===== src/rtl/iomem_hakem.sv =====
// Round-robin arbiter sharing the external iomem bus between the L1B (instruction refill)
// and L1V (data refill/writeback) ports, with a watchdog that aborts unacknowledged transfers.
module iomem_hakem #(
    parameter logic [31:0] ADRES_TABANI = 32'h4000_0000,
    parameter int unsigned ZAMAN_ASIMI  = 1024,
    parameter logic [31:0] HATA_VERI    = 32'hDEAD_BEEF
) (
    input  logic        clk_i,
    input  logic        rstn_i,

    input  logic        l1b_iomem_valid,
    input  logic [16:0] l1b_iomem_addr,
    output logic        l1b_iomem_ready,
    output logic [31:0] l1b_iomem_rdata,

    input  logic        l1v_iomem_valid,
    input  logic [3:0]  l1v_iomem_wstrb,
    input  logic [16:0] l1v_iomem_addr,
    input  logic [31:0] l1v_iomem_wdata,
    output logic        l1v_iomem_ready,
    output logic [31:0] l1v_iomem_rdata,

    output logic        iomem_valid,
    input  logic        iomem_ready,
    output logic [3:0]  iomem_wstrb,
    output logic [31:0] iomem_addr,
    output logic [31:0] iomem_wdata,
    input  logic [31:0] iomem_rdata,

    output logic        hata_o
);

    typedef enum logic [1:0] {
        BOS,
        L1B_AKTIF,
        L1V_AKTIF
    } durum_t;

    localparam logic [15:0] SON_SAYAC = 16'(ZAMAN_ASIMI - 1);

    durum_t      durum_q;
    logic        son_kazanan_q;  // 1: L1V won the last grant
    logic [15:0] sayac_q;
    logic        iomem_valid_q;
    logic [3:0]  iomem_wstrb_q;
    logic [31:0] iomem_addr_q;
    logic [31:0] iomem_wdata_q;

    logic        aktif;
    logic        zaman_doldu;
    logic        bitis;
    logic        l1b_sec;
    logic        l1v_sec;
    logic [31:0] cevap_veri;

    assign aktif       = (durum_q != BOS);
    assign zaman_doldu = (sayac_q == SON_SAYAC);
    assign bitis       = aktif && (iomem_ready || zaman_doldu);

    // On a tie the requester that did not win last time is granted.
    assign l1b_sec = l1b_iomem_valid && (!l1v_iomem_valid || son_kazanan_q);
    assign l1v_sec = l1v_iomem_valid && !l1b_sec;

    // NOTE: every register, bus payload included, is cleared by the async reset so the
    // pins fall the moment rstn_i drops; all state updates use non-blocking assignments.
    always_ff @(posedge clk_i or negedge rstn_i) begin
        if (!rstn_i) begin
            durum_q       <= BOS;
            son_kazanan_q <= 1'b1;
            sayac_q       <= '0;
            iomem_valid_q <= 1'b0;
            iomem_wstrb_q <= '0;
            iomem_addr_q  <= '0;
            iomem_wdata_q <= '0;
        end else begin
            case (durum_q)
                BOS: begin
                    if (l1b_sec) begin
                        durum_q       <= L1B_AKTIF;
                        son_kazanan_q <= 1'b0;
                        iomem_valid_q <= 1'b1;
                        iomem_addr_q  <= {ADRES_TABANI[31:19], l1b_iomem_addr, 2'b00};
                        iomem_wstrb_q <= 4'b0000;
                        iomem_wdata_q <= '0;
                    end else if (l1v_sec) begin
                        durum_q       <= L1V_AKTIF;
                        son_kazanan_q <= 1'b1;
                        iomem_valid_q <= 1'b1;
                        iomem_addr_q  <= {ADRES_TABANI[31:19], l1v_iomem_addr, 2'b00};
                        iomem_wstrb_q <= l1v_iomem_wstrb;
                        iomem_wdata_q <= l1v_iomem_wdata;
                    end
                end
                default: begin
                    if (bitis) begin
                        durum_q       <= BOS;
                        iomem_valid_q <= 1'b0;
                        sayac_q       <= '0;
                    end else begin
                        sayac_q <= sayac_q + 16'd1;
                    end
                end
            endcase
        end
    end

    // A real acknowledge wins over a simultaneous timeout.
    assign cevap_veri = iomem_ready ? iomem_rdata : HATA_VERI;

    assign l1b_iomem_ready = (durum_q == L1B_AKTIF) && bitis;
    assign l1v_iomem_ready = (durum_q == L1V_AKTIF) && bitis;
    assign l1b_iomem_rdata = l1b_iomem_ready ? cevap_veri : '0;
    assign l1v_iomem_rdata = l1v_iomem_ready ? cevap_veri : '0;
    assign hata_o          = aktif && zaman_doldu && !iomem_ready;

    assign iomem_valid = iomem_valid_q;
    assign iomem_wstrb = iomem_wstrb_q;
    assign iomem_addr  = iomem_addr_q;
    assign iomem_wdata = iomem_wdata_q;

endmodule


===== config.mk =====
export PLATFORM = sky130hd
export DESIGN_NAME = iomem_hakem
export DESIGN_NICKNAME = d
export VERILOG_FILES = /design/src/rtl/iomem_hakem.sv
export SDC_FILE = /design/constraint.sdc
export NUM_CORES = 1
export LEC_CHECK = 0
export CAP_MARGIN = 30
export CORE_MARGIN = 2
export CORE_UTILIZATION = 41
export CTS_BUF_LIST = sky130_fd_sc_hd__clkbuf_8
export CTS_CLUSTER_SIZE = 30
export DETAILED_ROUTE_END_ITERATION = 12
export PLACE_DENSITY_LB_ADDON = 0.25
export RECOVER_POWER = 100
export SYNTH_ARGS = -nofsm -noshare
export SYNTH_HDL_FRONTEND = slang
export SYNTH_SLANG_ARGS = --single-unit
export TNS_END_PERCENT = 20

===== constraint.sdc =====
create_clock -name clk_i -period 4.1 [get_ports clk_i]
set_input_delay 1.025 -clock clk_i [delete_from_list [all_inputs] [get_ports clk_i]]
set_output_delay 1.025 -clock clk_i [all_outputs]
set_load 0.03 [all_outputs]

# ---- After elaboration in Yosys (flattened, before gate mapping)
# Cells that the tools add are included.
dict set report word_totals {
  ff_bits 88
  latchBits 0
  mem_bits_rw 0
  mem_bits_ro 0
  wordCells 49
  memories 0
}
dict set report classes {
  n_addsub 1
  n_mul 0
  div 0
  n_lt_le_gt_ge 0
  n_eq_ne 4
  n_shift 0
  n_mux 19
  bitwise_logic 0
  n_reduce_logical 18
}
# op count
set ops {}
lappend ops {{$mux 32} 7}
lappend ops {{$add 16x1->16 const B} 1}
lappend ops {{$eq 16x10->1 const B} 1}
lappend ops {{$mux 16} 1}
lappend ops {{$mux 2} 4}
lappend ops {{$mux 4} 2}
lappend ops {{$logic_and 1x1->1} 7}
lappend ops {{$reduce_bool 2->1} 3}
lappend ops {{$mux 1} 5}
lappend ops {{$reduce_and 2->1} 2}
lappend ops {{$logic_not 1->1} 3}
lappend ops {{$ne 3x3->1 const B} 1}
lappend ops {{$eq 2x1->1 const B} 1}
lappend ops {{$eq 2x2->1 const B} 1}
lappend ops {{$logic_not 2->1} 1}
lappend ops {{$logic_or 1x1->1} 2}

# ---- Logic depth before layout (Yosys ltp)
dict set report depth {
  word_depth 8
  mapped_depth 7
  depth_no_buf 5
}

# ---- Worst setup path after synthesis
# Ideal clock, no wire load.
dict set report synth_timing {
  path_type {input to output}
  from {input port iomem_ready}
  to {output port l1b_iomem_rdata[19]}
  t_arrival_ns 2.182
  setup_slack_ns 0.893
  stages 4
  n_path_buf 2
  path_cell_list {clkbuf_1 > clkbuf_1 > nor2b_1 > nor3_1}
}
dict set report synth_between {
  elab_chain_cells 4
  word_cells_on_any_way 5
}
# element line
set synth_lines {}
lappend synth_lines {{start: declaration} 24} ;# input logic iomem_ready,
lappend synth_lines {{$logic_or 1x1->1} 58} ;# assign bitis = aktif && (iomem_ready || zaman_doldu);
lappend synth_lines {{$logic_and 1x1->1} 58}
lappend synth_lines {{$logic_and 1x1->1} 110} ;# assign l1b_iomem_ready = (durum_q == L1B_AKTIF) && bitis;
lappend synth_lines {{$mux 32 *} 112} ;# assign l1b_iomem_rdata = l1b_iomem_ready ? cevap_veri : '0;
lappend synth_lines {{end: declaration} 14} ;# output logic [31:0] l1b_iomem_rdata,
# Mark *: on every way between the ends. The rest lies on a longest branch, timed or not.

# ---- Worst setup path in the final report
dict set report layout_timing {
  from {input port iomem_ready}
  to {output port l1v_iomem_rdata[3]}
}
dict set report layout_between {
  elab_chain_cells 4
  word_cells_on_any_way 5
}
# element line
set layout_lines {}
lappend layout_lines {{$logic_or 1x1->1} 58}
lappend layout_lines {{$logic_and 1x1->1} 58}
lappend layout_lines {{$logic_and 1x1->1} 111} ;# assign l1v_iomem_ready = (durum_q == L1V_AKTIF) && bitis;
lappend layout_lines {{$mux 32 *} 113} ;# assign l1v_iomem_rdata = l1v_iomem_ready ? cevap_veri : '0;
lappend layout_lines {{end: declaration} 21} ;# output logic [31:0] l1v_iomem_rdata,
# Marked as above.

==> results by group <==
Run status
  – Status: complete, but fails checks
  – Failing checks: capacitance limit, slew limit

Timing
  – Final setup TNS: 0 ns
  – Final Max Slew Viols: 97
  – Worst Clk Skew: 0.0123 ns
  – Fin crit period: 3.97 ns
  – Worst-Margin Slew: 2.34 ns
  – Final Cycle Share: 96.9%
  – Final setup fails: 0
  – Final-report hold violation count: 0
  – Max-slew headroom: -57.5%
  – Fmax: 252 MHz
  – RSZ-0062 raised after global routing: false

GRT
  – Vias in the first global route: 3574
  – GR peak layer: met2
  – Pin count of the biggest net entering global routing: 75
  – Initial antenna violation count: 0
  – GRT met1 Usage: 25.6%
  – Grt ovf: 0
  – Tot GR Track Use: 22.5%
  – Met2 Resource Use GR: 40.6%
  – Met3 track demand over resource: 7.66%
  – Global-route wire length before repair: 17700 um

Critical path
  – Crit end category: primary output
  – Max FO, Critical Path: 52
  – CP Data Required Time: 3.07 ns
  – Setup CP Type: input pin to primary output
  – Slowest stage delay, CP: 0.79 ns
  – Arr. time, crit path: 2.95 ns
  – Critical path's slowest cell: dlygate4sd3_1
  – Bufs and invs on worst path: 3
  – Crit path max-delay family: buffers and inverters
  – Worst-path cell chain: clkdlybuf4s50_1, a41oi_4, buf_12, nor3_1, dlygate4sd3_1
  – Critical Path Start Type: input pin

Synthesis
  – Top cell type's share of synthesized area: 48.4%
  – Commonest cells in the netlist: dfrtp_1 (73), nor3_1 (51), a22o_1 (36)
  – Synth Register Bits: 74
  – YS warnings: 0
  – Mean area per synthesized cell: 9.55 um2
  – Mapped Cells: 395
  – Yosys top cell by area: dfrtp_1
  – Top FF cell, synth: dfrtp_1
  – Most frequent cell after synthesis: dfrtp_1
  – Cell variety after synth: 37
  – Synthesized area: 0.00377 mm2
  – Sequential element share of the synthesized area: 49.1%
  – Async set-reset flop share out of synthesis: 100%
  – Post-synth EDFFs: 0
  – Synth top area cells: dfrtp_1 (48%), a22o_1 (8.4%), nor3_1 (6.8%), mux2i_1 (4.5%), nor2b_1 (4.3%)

CTS
  – Root buf cell: clkbuf_8
  – Clock transition at path regs: 0.08 ns
  – Post_cts resized: 0
  – Longest Clk Path Bufs: 2
  – Clk sink count: 74
  – Clock latency on the worst-skew pair: 0.34 ns
  – CTS buffer count: 9
  – CTS tree: done
  – Htree depth: 3
  – # Post-CTS Setup Buffers: 0
  – Hold Buf Count CTS: 0

Placed design
  – DPL Wire Length: 8790 um
  – Routability congestion estimate: 0.809
  – I/O Buffers: 228
  – DP Area: 0.00609 mm2

Power
  – Max VDD drop: 453 uV
  – Total power: 4130 uW
  – Power per cell area: 668 mW/mm2
  – LEAKAGE: 0.00278 uW

Final layout
  – Post-Layout Inst Area: 0.00617 mm2
  – Ant diodes: 0
  – Layout fillers: 678
  – Fin nets: 716
  – Share of cells above drive strength 1: 5.72%
  – Area Growth Syn to Fin: 63.7%
  – Core Util, Final: 70.1%

Job
  – Max Cap Viol: 2

Detailed routing
  – 1st-iter DRT viols: 116
  – Final WL: 11500 um
  – DR vias/cell: 5.17
  – DR WL/cell: 16.0 um
  – Vias: 3722
  – DR pass1 iterations: 4
  – ANT nets after route: 0
  – DRC violations left: 0

Die
  – Die W: 99.9 um
  – Die H: 99.9 um
  – Cell row count: 34
  – Die area: 0.00998 mm2
  – # IOs: 243
  – Initial Utilization: 42.8%
  – Core area: 0.00881 mm2

Worst hold path
  – Hold crit path type: flop to flop
[where the power goes]
group	leakage [uW]	internal, uW	switching [uW]	total, uW
Combinational	0.00174	867	1470	2340
Sequential	0.000947	1030	184	1220
Clock	0.0000954	298	269	568
Total	0.00278	2200	1930	4130
[flip-flops by register name (all words and copies together), names as in the netlist]
register	cells
son_kazanan_q	1
durum_q	2
iomem_wstrb	4
iomem_wdata	32
iomem_addr	18
iomem_valid	1
sayac_q	16
[worst paths after layout]
path / start / endpoint / slack, ns / cells after the start
max: iomem_ready / l1v_iomem_rdata[3] / 0.13 / 5
min in group asynchronous: rstn_i / iomem_wdata[23] / 1.23 / 2
min: iomem_addr[30] / iomem_addr[30] / 0.46 / 1
max reg2reg: durum_q[1] / iomem_wdata[0] / 1.23 / 5
max in group asynchronous: rstn_i / durum_q[1] / 1.83 / 2
min reg2reg: iomem_addr[30] / iomem_addr[30] / 0.46 / 1
[metrics by stage]
step,setup slack (ns),instances,hold WS (ns)
after CTS,0.155,720,0.475
after detailed placement,0.154,705,0.451
after global routing,0.0832,720,0.500
final,0.125,720,0.460
after floorplan,0.893,408,0.491
after global placement,0.161,705,0.451
[worst register-to-register path: stages, from the launching register on]
cell and delay [ns]:
dfrtp_1 0.45, nor2_1 0.45, o21ai_0 0.92, nor2b_2 0.39
buf_4 0.39, a22o_1 0.21
[kinds of logic (layout without fill, tap and decap cells)]
kind of cell	count (synthesis)	count (layout)	share of synthesized area [%]
AND/OR/NAND/NOR	156	156	21.5
AO/OA/AOI/OAI	84	84	15.5
flip-flops	74	74	49.1
buffers and inverters	53	257	6.87
multiplexers	17	17	4.51
XOR/XNOR	9	9	2.09
adder cells (fa/ha/maj)	1	1	0.332
other	1	14	0.0994
[per-layer routing]
metal / part of all wire, % / vias up
li1: - / 1797
met1: 37 / 1754
met2: 52 / 158
met3: 9.5 / 13
met4: 1.4 / 0
met5: 0 / -
[cell usage in the layout (no fill, tap or decap), drive strengths merged, types with 2 or more instances in the layout]
cell type / n
a21o: 2
a21oi: 11
a22o: 36
a22oi: 3
buf: 10
clkbuf: 32
clkdlybuf4s50: 105
clkinvlp: 2
conb: 14
dfrtp: 73
dlygate4sd3: 99
inv: 7
mux2i: 17
nand2: 33
nand2b: 4
nand3: 3
nand4: 2
nor2: 24
nor2b: 26
nor3: 51
nor4: 5
o21ai: 28
or2: 2
or3: 3
xnor2: 9
[area by class of cell]
| type | instances | area, um2 | area share [%] |
|---|---|---|---|
| clock buffers | 10 | 138 | 2.23 |
| clock inverters | 5 | 62.6 | 1.01 |
| inverters | 5 | 18.8 | 0.304 |
| multi-input cells | 281 | 1730 | 28.1 |
| flip-flops and latches | 74 | 1850 | 30.0 |
| well taps | 108 | 135 | 2.19 |
| repair buffers | 237 | 2230 | 36.2 |
Power figures use the tool's default switching activity.
